`src/rtl/keypad_scanner.sv`:
```
// 4x4 matrix keypad scanner: walks one active-low column at a time, debounces whole
// scans, and reports each accepted key once plus a 4-digit history of accepted codes.
module keypad_scanner #(
    parameter int CPS       = 1000,
    parameter int DEB_SCANS = 4
) (
    input  logic        clk,
    input  logic        rst_n,
    input  logic [3:0]  row_n,
    input  logic        clear,
    output logic [3:0]  col_n,
    output logic [3:0]  key_code,
    output logic        key_valid,
    output logic        key_held,
    output logic [15:0] entry_value
);

    localparam int CW = (CPS > 1) ? $clog2(CPS) : 1;
    localparam int DW = $clog2(DEB_SCANS + 1);
    localparam logic [CW-1:0] DWELL_LAST = CW'(CPS - 1);
    localparam logic [DW-1:0] DEB_MAX    = DW'(DEB_SCANS);

    typedef enum logic [1:0] {IDLE, DEBOUNCE, PRESSED, RELEASE} state_t;

    state_t        state_q, state_d;
    logic [3:0]    sync1_q, sync1_d, sync2_q, sync2_d;
    logic [CW-1:0] dwell_q, dwell_d;
    logic [1:0]    col_idx_q, col_idx_d;
    logic [3:0]    col_n_q, col_n_d;
    logic [15:0]   scan_q, scan_d;
    logic          eval_q, eval_d;
    logic [3:0]    cand_q, cand_d;
    logic [DW-1:0] deb_cnt_q, deb_cnt_d;
    logic [DW-1:0] rel_cnt_q, rel_cnt_d;
    logic [3:0]    key_code_q, key_code_d;
    logic          key_valid_q, key_valid_d;
    logic          key_held_q, key_held_d;
    logic [15:0]   entry_q, entry_d;

    // Scan classification: bit index of scan_q is the key code row*4+col
    logic [4:0] hits;
    logic [3:0] hit_code;
    logic       scan_none, scan_single;

    always_comb begin
        hits     = '0;
        hit_code = '0;
        for (int b = 0; b < 16; b++) begin
            hits = hits + 5'(scan_q[b]);
            if (scan_q[b]) hit_code = 4'(b);
        end
        scan_none   = (hits == 5'd0);
        scan_single = (hits == 5'd1);
    end

    logic       sample;
    logic       accept;
    logic [3:0] accept_code;

    always_comb begin
        state_d     = state_q;
        sync1_d     = row_n;
        sync2_d     = sync1_q;
        dwell_d     = dwell_q;
        col_idx_d   = col_idx_q;
        scan_d      = scan_q;
        cand_d      = cand_q;
        deb_cnt_d   = deb_cnt_q;
        rel_cnt_d   = rel_cnt_q;
        key_code_d  = key_code_q;
        key_valid_d = 1'b0;
        key_held_d  = key_held_q;
        entry_d     = entry_q;
        accept      = 1'b0;
        accept_code = cand_q;

        sample = (dwell_q == DWELL_LAST);
        if (sample) begin
            dwell_d   = '0;
            col_idx_d = col_idx_q + 2'd1;
            for (int r = 0; r < 4; r++) begin
                scan_d[r * 4 + int'(col_idx_q)] = ~sync2_q[r];
            end
        end else begin
            dwell_d = dwell_q + CW'(1);
        end
        // The full scan lands in scan_q on the column-3 sample edge
        eval_d  = sample && (col_idx_q == 2'd3);
        col_n_d = ~(4'b0001 << col_idx_d);

        if (eval_q) begin
            case (state_q)
                IDLE: begin
                    if (scan_single) begin
                        cand_d = hit_code;
                        if (DEB_MAX == DW'(1)) begin
                            accept      = 1'b1;
                            accept_code = hit_code;
                            deb_cnt_d   = '0;
                        end else begin
                            deb_cnt_d = DW'(1);
                            state_d   = DEBOUNCE;
                        end
                    end
                end
                DEBOUNCE: begin
                    if (scan_single && (hit_code == cand_q)) begin
                        if (deb_cnt_q + DW'(1) == DEB_MAX) begin
                            accept    = 1'b1;
                            deb_cnt_d = '0;
                        end else begin
                            deb_cnt_d = deb_cnt_q + DW'(1);
                        end
                    end else begin
                        deb_cnt_d = '0;
                        state_d   = IDLE;
                    end
                end
                PRESSED: begin
                    if (scan_none) begin
                        if (DEB_MAX == DW'(1)) begin
                            key_held_d = 1'b0;
                            rel_cnt_d  = '0;
                            state_d    = IDLE;
                        end else begin
                            rel_cnt_d = DW'(1);
                            state_d   = RELEASE;
                        end
                    end
                end
                RELEASE: begin
                    if (scan_none) begin
                        if (rel_cnt_q + DW'(1) == DEB_MAX) begin
                            key_held_d = 1'b0;
                            rel_cnt_d  = '0;
                            state_d    = IDLE;
                        end else begin
                            rel_cnt_d = rel_cnt_q + DW'(1);
                        end
                    end else begin
                        rel_cnt_d = '0;
                        state_d   = PRESSED;
                    end
                end
                default: state_d = IDLE;
            endcase
        end

        if (accept) begin
            state_d     = PRESSED;
            key_code_d  = accept_code;
            key_valid_d = 1'b1;
            key_held_d  = 1'b1;
            entry_d     = {entry_q[11:0], accept_code};
        end
        // Clear overrides the history shift but leaves the key report intact
        if (clear) entry_d = '0;
    end

    always_ff @(posedge clk) begin
        if (!rst_n) begin
            state_q     <= IDLE;
            sync1_q     <= 4'b1111;
            sync2_q     <= 4'b1111;
            dwell_q     <= '0;
            col_idx_q   <= 2'd0;
            col_n_q     <= 4'b1110;
            scan_q      <= '0;
            eval_q      <= 1'b0;
            cand_q      <= '0;
            deb_cnt_q   <= '0;
            rel_cnt_q   <= '0;
            key_code_q  <= '0;
            key_valid_q <= 1'b0;
            key_held_q  <= 1'b0;
            entry_q     <= '0;
        end else begin
            state_q     <= state_d;
            sync1_q     <= sync1_d;
            sync2_q     <= sync2_d;
            dwell_q     <= dwell_d;
            col_idx_q   <= col_idx_d;
            col_n_q     <= col_n_d;
            scan_q      <= scan_d;
            eval_q      <= eval_d;
            cand_q      <= cand_d;
            deb_cnt_q   <= deb_cnt_d;
            rel_cnt_q   <= rel_cnt_d;
            key_code_q  <= key_code_d;
            key_valid_q <= key_valid_d;
            key_held_q  <= key_held_d;
            entry_q     <= entry_d;
        end
    end

    assign col_n       = col_n_q;
    assign key_code    = key_code_q;
    assign key_valid   = key_valid_q;
    assign key_held    = key_held_q;
    assign entry_value = entry_q;

endmodule

```
`config.mk`:
```
export PLATFORM = sky130hd
export DESIGN_NAME = keypad_scanner
export DESIGN_NICKNAME = d
export VERILOG_FILES = /design/src/rtl/keypad_scanner.sv
export SDC_FILE = /design/constraint.sdc
export NUM_CORES = 1
export LEC_CHECK = 0
export ABC_AREA = 1
export BUFFER_PORTS_ARGS = -buffer_cell sky130_fd_sc_hd__buf_2
export CAP_MARGIN = 20
export CELL_PAD_IN_SITES_DETAIL_PLACEMENT = 2
export CELL_PAD_IN_SITES_GLOBAL_PLACEMENT = 2
export CORE_UTILIZATION = 30
export CTS_CLUSTER_SIZE = 12
export DETAILED_ROUTE_END_ITERATION = 12
export PLACE_DENSITY_LB_ADDON = 0.1
export SYNTH_ARGS = -nofsm -noshare
export SYNTH_HDL_FRONTEND = slang
export SYNTH_SLANG_ARGS = --single-unit
```
`constraint.sdc`:
```
create_clock -name clk -period 4.2 [get_ports clk]
set_input_delay 0.42 -clock clk [delete_from_list [all_inputs] [get_ports clk]]
set_output_delay 0.42 -clock clk [all_outputs]
set_load 0.005 [all_outputs]
```
==> implementation parameters, run 1 <==
Parameter                              Value

Setup path
  Delay contributed by the slowest stage of the critical path ... roughly 0.53 ns
  Nature of the critical path endpoint ... flop
  Worst Path Class, Setup ... reg2reg
  Cell Chain, Critical Path ... fa_1 > inv_1 > fa_1 > inv_2 > fa_1 > inv_1 > fa_1 > inv_2 > ha_4 > fa_2 > nand2_1 > inv_1 > o21ai_2 > nand2_2 > nor3b_4 > nand2_2 > nor2_4 > nand4_4 > inv_2 > clkbuf_16 > nand2_4 > o21ai_2
  Worst Path Buf+Inv ... 7
  Required time of the critical path ... 4.46 ns
  Cell repeated most along the worst path ... sky130_fd_sc_hd__fa_1
  Critical R2R Capture ... key_code[3]$_SDFFE_PN0P_
  Critical-path maximum fanout ... 5
  Critical Path AT ... 4.86 ns
  Setup crit start kind ... flop
  Register-to-register path setup slack ... -0.41 ns
  Highest-delay cell along the critical path ... sky130_fd_sc_hd__fa_1
  Source of the worst register-to-register timing path ... scan_q[11]$_SDFFE_PN0P_
  Family with the most delay on the worst path ... adder cells
  Number of cell instances on the worst register-to-register path ... 22

STA
  RSZ-0062 raised after global routing ... true
  Total count of hold-check failures in the final report ... 0
  Minimum clock period after layout ... 4.61 ns
  Portion of the clock cycle consumed by the worst path in the final layout ... 110%
  Maximum frequency from static timing analysis ... about 0.22 GHz
  Maximum clock skew at final layout ... 0.00897 ns
  Final setup margin ... -0.406 ns
  Worst relative slew slack ... between 30% and 40%
  Measured slew at the worst slew-check pin ... 0.983 ns
  Final setup violation count ... 34
  Number of max-slew violations in the final report ... 0

Place
  Global placement routability congestion ... around 0.7
  Estimated wirelength of the detail-placed design ... a little under 7 mm
  Count of input and output buffers ... 32
  Worst slack, placed ... -0.347 ns

Synth
  Synth Register Bits ... 75
  Number of different library cells in the post-synthesis netlist ... 32
  Nets in the synthesized netlist ... 482
  Synth area leader ... sky130_fd_sc_hd__dfxtp_1
  Post-synthesis average cell area ... 7.79 sq um
  Synth area leaders ... sky130_fd_sc_hd__dfxtp_1 43%, sky130_fd_sc_hd__inv_1 8.8%, sky130_fd_sc_hd__nand2_1 7.9%
  Count of warnings emitted by yosys ... 0
  Yosys top cell area share ... 42.8%
  Number of enable flip-flop cells after synthesis ... 0
  Mapped cell area ... 3510 sq um
  Asr flop ratio synth ... 0%
  Gate count after technology mapping ... 451
  Register area share after synthesis ... 42.8%
  Most frequently used flop master after synthesis ... sky130_fd_sc_hd__dfxtp_1

GRT
  Routing layer with the top usage in global route ... met2
  GRT Overall Usage ... 17.5%
  Pin count of the biggest net entering global routing ... 29
  Global-route wire length before repair ... 16.3 mm
  Global-route track usage on met1 ... between 20% and 30%
  Congestion Overflow GR ... 0
  Met3 demand-to-capacity share in global routing ... roughly 2.5%
  Initial antenna violation count ... 0
  Met2 track utilization from global routing ... 29.6%
  Number of global-route vias before repair ... approximately 3300

Clocking
  Hold-fix buffers, CTS ... 0
  CTS root buf ... sky130_fd_sc_hd__clkbuf_16
  Clock tree from TritonCTS ... done
  Clock edge transition at the registers on the reported setup and hold paths ... 0.06 ns
  Number of buffers created by CTS ... 9
  Clock latency at the later pin of the worst-skew pair ... 0.33 ns
  Number of buffers on the longest clock path ... 2
  H-Tree Level Count ... 3
  Clock Sink Count ... 75

Floorplanning
  Die Area ... 12100 sq um
  Initial cell density of the core ... a little under a third
  Die Ht ... 110 um
  X dimension of the die ... 110 um
  Core Area ... 11400 sq um
  Count of standard-cell rows ... 39
  Top-level I/O count ... 33

Final layout
  Fraction of final layout cells with drive strength greater than 1 ... 31.5%
  FF/Latch Area ... roughly 1500 sq um
  Filler instances ... 1286
  Final net count ... 550
  Number of antenna diodes ... 0
  Area added between synthesis and finish ... 36.7%
  Area of combinational cells with multiple inputs ... around 1900 sq um

Run
  Max-cap violation count ... 0

Route
  Total wire length ... 10.7 mm
  Remaining DRCs ... 0
  Number of DRC markers in iteration 0 ... just over 70
  Pre-Repair DR Iteration Count ... 4
  Via count ... between 3000 and 4000
  Via density per instance ... approximately 4.7
  Detail Route Antenna Nets ... 0
  Routed WL per cell ... approximately 16 um

Outcome
  Run status ... complete, but fails checks
  Violations in the final reports ... setup timing

Power and ir drop
  VDD IR max ... 0.143 mV
  Static power due to leakage ... 2.20 nW
  Total power consumption of the routed design ... 1.66 mW
  Cell Pwr Density ... 346 nW/um^2

Hold path
  Hold Crit Endpoint ... sync1_q[2]$_SDFF_PN1_
  Worst hold start ... row_n[2]
  Worst min path class ... in2reg
  Cell depth of the worst min-delay path ... 2
## layout make-up
class | count | area share (%)
multi-input cells | 284 | 40.0
flip-flops and latches | 75 | 31.3
well taps | 143 | 3.73
clock buffers | 11 | 5.27
repair buffers | 67 | 11.1
clock inverters | 4 | 2.03
inverters | 82 | 6.52
## kinds of logic (layout without fill, tap and decap cells)
kind of cell | count (synthesis) | count (layout) | share of synthesized area, %
flops | 75 | 75 | 42.8
compound gates | 85 | 85 | 12.7
simple gates | 167 | 167 | 21.3
buf+inv | 92 | 164 | 10.6
fa+ha+maj | 24 | 24 | 10.7
xor+xnor | 8 | 8 | 1.99
## worst max path at each step
stage                     slack [ns]                      endpoint                     from  depth (start not counted)
after floorplan                -0.09  entry_value[13]$_SDFFE_PP0P_  scan_q[11]$_SDFFE_PN0P_                         22
after CTS                      -0.30  entry_value[15]$_SDFFE_PP0P_  scan_q[11]$_SDFFE_PN0P_                         22
after global routing           -0.61   entry_value[4]$_SDFFE_PP0P_  scan_q[11]$_SDFFE_PN0P_                         22
after global placement         -0.25  entry_value[15]$_SDFFE_PP0P_  scan_q[11]$_SDFFE_PN0P_                         22
final                          -0.41      key_code[3]$_SDFFE_PN0P_  scan_q[11]$_SDFFE_PN0P_                         22
after detailed placement       -0.35      key_code[0]$_SDFFE_PN0P_  scan_q[11]$_SDFFE_PN0P_                         22
## stage by stage
step / instance area (sq um) / cells / utilization, % / TNS, ns / hold slack, ns
5_1_grt: 4800 / 666 / 42.0 / -17.80 / 0.269
3_5_place_dp: 4020 / 639 / 35.2 / -8.98 / 0.402
3_3_place_gp: 4020 / 639 / 35.2 / -5.94 / 0.397
2_1_floorplan: 3550 / 451 / - / -1.10 / 0.393
6_report: 4800 / 666 / 42.0 / -10.31 / 0.274
4_1_cts: 4500 / 657 / 39.4 / -7.39 / 0.264
## placed cells by master, fill, tap and decap left out, types with 4 or more instances in the layout
cell type | synthesis | layout
sky130_fd_sc_hd__inv_1 | 82 | 74
sky130_fd_sc_hd__dfxtp_1 | 75 | 73
sky130_fd_sc_hd__nand2_1 | 74 | 59
sky130_fd_sc_hd__nor2_1 | 42 | 36
sky130_fd_sc_hd__buf_2 | 0 | 32
sky130_fd_sc_hd__a21oi_1 | 40 | 29
sky130_fd_sc_hd__buf_4 | 1 | 22
sky130_fd_sc_hd__o21ai_0 | 31 | 19
sky130_fd_sc_hd__ha_1 | 14 | 13
sky130_fd_sc_hd__o21ai_2 | 0 | 12
sky130_fd_sc_hd__nand2_2 | 2 | 12
sky130_fd_sc_hd__a21oi_2 | 1 | 12
sky130_fd_sc_hd__clkbuf_16 | 0 | 11
sky130_fd_sc_hd__or2_2 | 10 | 9
sky130_fd_sc_hd__fa_1 | 10 | 9
sky130_fd_sc_hd__nand3_1 | 12 | 8
sky130_fd_sc_hd__nand4_1 | 8 | 8
sky130_fd_sc_hd__inv_2 | 0 | 7
sky130_fd_sc_hd__buf_6 | 3 | 7
sky130_fd_sc_hd__o21ai_1 | 6 | 6
sky130_fd_sc_hd__nor3_1 | 8 | 5
sky130_fd_sc_hd__nand2_4 | 0 | 5
sky130_fd_sc_hd__xor2_1 | 4 | 4
sky130_fd_sc_hd__nand3_2 | 0 | 4
sky130_fd_sc_hd__nor2_2 | 1 | 4
sky130_fd_sc_hd__nor3b_1 | 4 | 4
sky130_fd_sc_hd__buf_12 | 0 | 4
## worst register-to-register path: stages, from the launching register on
cell and delay (ns):
sky130_fd_sc_hd__dfxtp_2 0.33, sky130_fd_sc_hd__fa_1 0.53, sky130_fd_sc_hd__inv_1 0.05, sky130_fd_sc_hd__fa_1 0.50, sky130_fd_sc_hd__inv_2 0.04, sky130_fd_sc_hd__fa_1 0.49, sky130_fd_sc_hd__inv_1 0.05, sky130_fd_sc_hd__fa_1 0.49
sky130_fd_sc_hd__inv_2 0.04, sky130_fd_sc_hd__ha_4 0.16, sky130_fd_sc_hd__fa_2 0.38, sky130_fd_sc_hd__nand2_1 0.08, sky130_fd_sc_hd__inv_1 0.06, sky130_fd_sc_hd__o21ai_2 0.12, sky130_fd_sc_hd__nand2_2 0.11, sky130_fd_sc_hd__nor3b_4 0.22
sky130_fd_sc_hd__nand2_2 0.10, sky130_fd_sc_hd__nor2_4 0.12, sky130_fd_sc_hd__nand4_4 0.14, sky130_fd_sc_hd__inv_2 0.15, sky130_fd_sc_hd__clkbuf_16 0.17, sky130_fd_sc_hd__nand2_4 0.06, sky130_fd_sc_hd__o21ai_2 0.15
## timing repair
item / 4_1_cts / 5_1_grt
buffers inserted: 3 / 7
pin swaps: 5 / 10
cloned: 0 / 3
setup endpoints to repair: 34 / 34
gates resized for setup: 40 / 52
## cell usage after synthesis (all sizes together) (2+ instances only)
master,number
xnor2,4
nor4,3
o21ai,37
inv,82
ha,14
o211ai,2
nand3,12
xor2,4
nand2,76
buf,5
a21oi,41
fa,10
nor3,8
nor2,43
a31oi,2
nor3b,5
clkbuf,5
or2,10
nand4,9
dfxtp,75
## power breakdown
part / internal [mW] / switching [mW] / total (mW) / leakage [nW]
Sequential: 0.717 / 0.00369 / 0.721 / 0.608
Clock: 0.610 / 0.301 / 0.911 / 0.168
Combinational: 0.00876 / 0.0195 / 0.0283 / 1.43
Total: 1.34 / 0.325 / 1.66 / 2.20
## per-layer routing
metal	vias to the layer above	wire, um
met4	0	145
li1	1564	-
met3	10	201
met5	-	0
met1	1519	4970
met2	27	5380
## state kept, by name, indices dropped and copies added (netlist names), 3 cells and up
signal       count
deb_cnt_q        3
rel_cnt_q        3
scan_q          16
accept_code      4
key_code         4
entry_value     16
dwell_q         10
col_n            4
sync1_q          4
sync2_q          4
No activity file was read; power rests on OpenSTA's default activity.
==> run 2: changes to the inputs <==
- clock period: 4.2 -> 3.8 ns (I/O delays scaled with it)
==> implementation parameters, run 2 (same netlist as run 1, synthesis figures left out) <==
Parameter                              Value

Outcome
  Run status ... complete, but fails checks (unchanged)
  Violations in the final reports ... setup timing (unchanged)

Final layout
  Fraction of final layout cells with drive strength greater than 1 ... 26.9% (was 31.5%)
  Area added between synthesis and finish ... 29.6% (was 36.7%)
  Number of antenna diodes ... 0 (unchanged)
  Filler instances ... 1317 (was 1286)
  Most frequent cells in the layout ... 77 x sky130_fd_sc_hd__inv_1, 72 x sky130_fd_sc_hd__dfxtp_1, 67 x sky130_fd_sc_hd__nand2_1 (was 74 x sky130_fd_sc_hd__inv_1, 73 x sky130_fd_sc_hd__dfxtp_1, 59 x sky130_fd_sc_hd__nand2_1)
  Final net count ... 547 (was 550)
  Area of combinational cells with multiple inputs ... 1850 sq um (was 1920 sq um)
  FF/Latch Area ... 1510 sq um (was 1500 sq um)
  Number of cells in the finished layout apart from fillers ... 664 (was 666)
  Most frequent standard cell in the layout excluding fill and tap cells ... sky130_fd_sc_hd__inv_1 (unchanged)

STA
  Maximum frequency from static timing analysis ... 0.220 GHz (was 0.217 GHz)
  Sum of negative setup slack ... -23.46 ns (was -10.31 ns)
  Minimum clock period after layout ... 4.55 ns (was 4.61 ns)
  Measured slew at the worst slew-check pin ... 0.614 ns (was 0.983 ns)
  Final setup violation count ... 34 (unchanged)
  Total count of hold-check failures in the final report ... 0 (unchanged)
  Final setup margin ... -0.748 ns (was -0.406 ns)
  RSZ-0062 raised after global routing ... true (unchanged)
  Portion of the clock cycle consumed by the worst path in the final layout ... 120% (was 110%)
  Worst relative slew slack ... 59.1% (was 34.2%)
  Maximum clock skew at final layout ... 0.00473 ns (was 0.00897 ns)
  Number of max-slew violations in the final report ... 0 (unchanged)

Setup path
  Family with the most delay on the worst path ... adder cells (unchanged)
  Highest-delay cell along the critical path ... sky130_fd_sc_hd__fa_1 (unchanged)
  Register-to-register path setup slack ... -0.75 ns (was -0.41 ns)
  Setup crit start kind ... flop (unchanged)
  Number of cell instances on the worst register-to-register path ... 22 (unchanged)
  Critical R2R Capture ... state_q[1]$_SDFFE_PN0P_ (was key_code[3]$_SDFFE_PN0P_)
  Critical Path AT ... 4.82 ns (was 4.86 ns)
  Worst Path Buf+Inv ... 7 (unchanged)
  Required time of the critical path ... 4.07 ns (was 4.46 ns)
  Worst Path Class, Setup ... reg2reg (unchanged)
  Critical-path maximum fanout ... 17 (was 5)
  Source of the worst register-to-register timing path ... scan_q[11]$_SDFFE_PN0P_ (unchanged)
  Delay contributed by the slowest stage of the critical path ... 0.53 ns (about the same)
  Cell Chain, Critical Path ... fa_1 > inv_1 > fa_1 > inv_1 > fa_1 > inv_1 > fa_1 > inv_1 > ha_2 > fa_2 > nand2_1 > inv_1 > o21ai_1 > nand2_1 > nor3b_2 > nand2_1 > nor2_4 > nand4_4 > buf_6 > nand2_1 > inv_1 > a21oi_1 (was fa_1 > inv_1 > fa_1 > inv_2 > fa_1 > inv_1 > fa_1 > inv_2 > ha_4 > fa_2 > nand2_1 > inv_1 > o21ai_2 > nand2_2 > nor3b_4 > nand2_2 > nor2_4 > nand4_4 > inv_2 > clkbuf_16 > nand2_4 > o21ai_2)
  Cell repeated most along the worst path ... sky130_fd_sc_hd__inv_1 (was sky130_fd_sc_hd__fa_1)
  Nature of the critical path endpoint ... flop (unchanged)

Route
  Routed length on met1 ... 4.51 mm (was 4.97 mm)
  Detail Route Antenna Nets ... 0 (unchanged)
  Met3 wire length ... 191 um (was 201 um)
  Number of DRC markers in iteration 0 ... 64 (was 72)
  Remaining DRCs ... 0 (unchanged)
  Highest Signal Layer ... met4 (unchanged)
  Total wire length ... 9.77 mm (was 10.7 mm)
  Via density per instance ... 4.72 (was 4.68)
  Via count ... 3137 (was 3120)
  Pre-Repair DR Iteration Count ... 4 (unchanged)
  Met2 Wirelength ... 4.92 mm (was 5.38 mm)
  Routed WL per cell ... 14.7 um (was 16.1 um)

Power and ir drop
  Static power due to leakage ... 2.12 nW (was 2.20 nW)
  VDD IR max ... 0.230 mV (was 0.143 mV)
  Cell Pwr Density ... 356 nW/um^2 (was 346 nW/um^2)

Floorplanning
  Count of standard-cell rows ... 39 (unchanged)
  Initial cell density of the core ... 30.8% (unchanged)
  Top-level I/O count ... 33 (unchanged)
  Core Area ... 11400 sq um (unchanged)
  Die Area ... 12100 sq um (unchanged)
  Die Ht ... 110 um (unchanged)
  X dimension of the die ... 110 um (unchanged)

GRT
  Global-route wire length before repair ... 16.0 mm (was 16.3 mm)
  Pin count of the biggest net entering global routing ... 29 (unchanged)
  Number of global-route vias before repair ... 3316 (was 3313)
  Initial antenna violation count ... 0 (unchanged)
  Congestion Overflow GR ... 0 (unchanged)
  GRT Overall Usage ... 17.6% (was 17.5%)

Clocking
  Clock edge transition at the registers on the reported setup and hold paths ... 0.06 ns (about the same)
  Hold-fix buffers, CTS ... 0 (unchanged)
  Number of buffers created by CTS ... 9 (unchanged)
  Clock tree from TritonCTS ... done (unchanged)
  Number of buffers on the longest clock path ... 2 (unchanged)
  Clock Sink Count ... 75 (unchanged)
  CTS root buf ... sky130_fd_sc_hd__clkbuf_16 (unchanged)
  Clock latency at the later pin of the worst-skew pair ... 0.34 ns (was 0.33 ns)
  H-Tree Level Count ... 3 (unchanged)

Hold path
  Worst hold start ... row_n[0] (was row_n[2])
  Worst min path class ... in2reg (unchanged)
  Hold Crit Endpoint ... sync1_q[0]$_SDFF_PN1_ (was sync1_q[2]$_SDFF_PN1_)
  Cell depth of the worst min-delay path ... 2 (unchanged)

Place
  Global placement routability congestion ... 0.788 (was 0.703)
  Placed cell count ... 643 (was 639)
  Estimated wirelength of the detail-placed design ... 7.00 mm (was 6.86 mm)
  Count of input and output buffers ... 32 (unchanged)

Run
  Max-cap violation count ... 0 (unchanged)
run 2: cell types whose count changed in the layout (fill, tap and decap cells not counted), moves of 3 or more:
| cell | delta |
|---|---|
| sky130_fd_sc_hd__o21ai_2 | -6 |
| sky130_fd_sc_hd__clkbuf_1 | +3 |
| sky130_fd_sc_hd__nand2_1 | +8 |
| sky130_fd_sc_hd__nand2_2 | -7 |
| sky130_fd_sc_hd__buf_12 | -4 |
| sky130_fd_sc_hd__inv_1 | +3 |
| sky130_fd_sc_hd__o21ai_1 | +3 |
| sky130_fd_sc_hd__bufinv_16 | -3 |
| sky130_fd_sc_hd__nor2_1 | +5 |
| sky130_fd_sc_hd__nor2_2 | -3 |
run 2: final cells by class:
type	count	area share, %
clock inverters	2	0.220
flip-flops and latches	75	33.1
repair buffers	64	9.46
well taps	143	3.93
inverters	82	6.76
multi-input cells	284	40.7
clock buffers	14	5.80
run 2: worst register-to-register path: stages (launching register included):
cell,delay (ns)
sky130_fd_sc_hd__dfxtp_2,0.33
sky130_fd_sc_hd__fa_1,0.53
sky130_fd_sc_hd__inv_1,0.05
sky130_fd_sc_hd__fa_1,0.48
sky130_fd_sc_hd__inv_1,0.05
sky130_fd_sc_hd__fa_1,0.50
sky130_fd_sc_hd__inv_1,0.05
sky130_fd_sc_hd__fa_1,0.47
sky130_fd_sc_hd__inv_1,0.05
sky130_fd_sc_hd__ha_2,0.18
sky130_fd_sc_hd__fa_2,0.37
sky130_fd_sc_hd__nand2_1,0.07
sky130_fd_sc_hd__inv_1,0.04
sky130_fd_sc_hd__o21ai_1,0.11
sky130_fd_sc_hd__nand2_1,0.10
sky130_fd_sc_hd__nor3b_2,0.26
sky130_fd_sc_hd__nand2_1,0.14
sky130_fd_sc_hd__nor2_4,0.14
sky130_fd_sc_hd__nand4_4,0.14
sky130_fd_sc_hd__buf_6,0.22
sky130_fd_sc_hd__nand2_1,0.08
sky130_fd_sc_hd__inv_1,0.04
sky130_fd_sc_hd__a21oi_1,0.11
run 2: worst max path at each step:
stage                     cells after the start                           end                     from
after detailed placement                     20       state_q[1]$_SDFFE_PN0P_  scan_q[11]$_SDFFE_PN0P_
after floorplan                              22  entry_value[13]$_SDFFE_PP0P_  scan_q[11]$_SDFFE_PN0P_
after global placement                       21      key_code[0]$_SDFFE_PN0P_   scan_q[5]$_SDFFE_PN0P_
after CTS                                    22   entry_value[9]$_SDFFE_PP0P_  scan_q[11]$_SDFFE_PN0P_
after global routing                         23       state_q[0]$_SDFFE_PP0P_   scan_q[5]$_SDFFE_PN0P_
final                                        22       state_q[1]$_SDFFE_PN0P_  scan_q[11]$_SDFFE_PN0P_
run 2: metrics by stage:
stage | hold WS [ns] | utilization [%] | setup slack [ns] | power, mW | area (sq um)
final | 0.224 | 39.9 | -0.748 | 1.62 | 4550
after global routing | 0.228 | 39.9 | -1.01 | 1.69 | 4550
after CTS | 0.211 | 38.7 | -0.790 | 1.65 | 4420
after detailed placement | 0.404 | 35.2 | -0.807 | 0.844 | 4020
after global placement | 0.395 | 35.2 | -0.686 | 0.843 | 4020
after floorplan | 0.393 | - | -0.492 | 0.831 | 3550
run 2: where the power goes:
part | internal (mW) | total (mW) | leakage (nW) | switching (mW)
Sequential | 0.793 | 0.797 | 0.608 | 0.00417
Combinational | 0.0105 | 0.0310 | 1.38 | 0.0205
Clock | 0.476 | 0.793 | 0.137 | 0.317
Total | 1.28 | 1.62 | 2.12 | 0.342
run 2: what timing repair did:
action                                  CTS  global route
gates resized for setup                  33            28
endpoints found under the setup margin   34            34
setup buffers                             0             5
pin swaps                                 8            11
run 2: routing by layer:
layer	track usage (%)	vias up
met1	20.9	1544
met2	30.4	22
li1	-	1559
met4	7.61	0
met3	3.88	12
met5	0	-
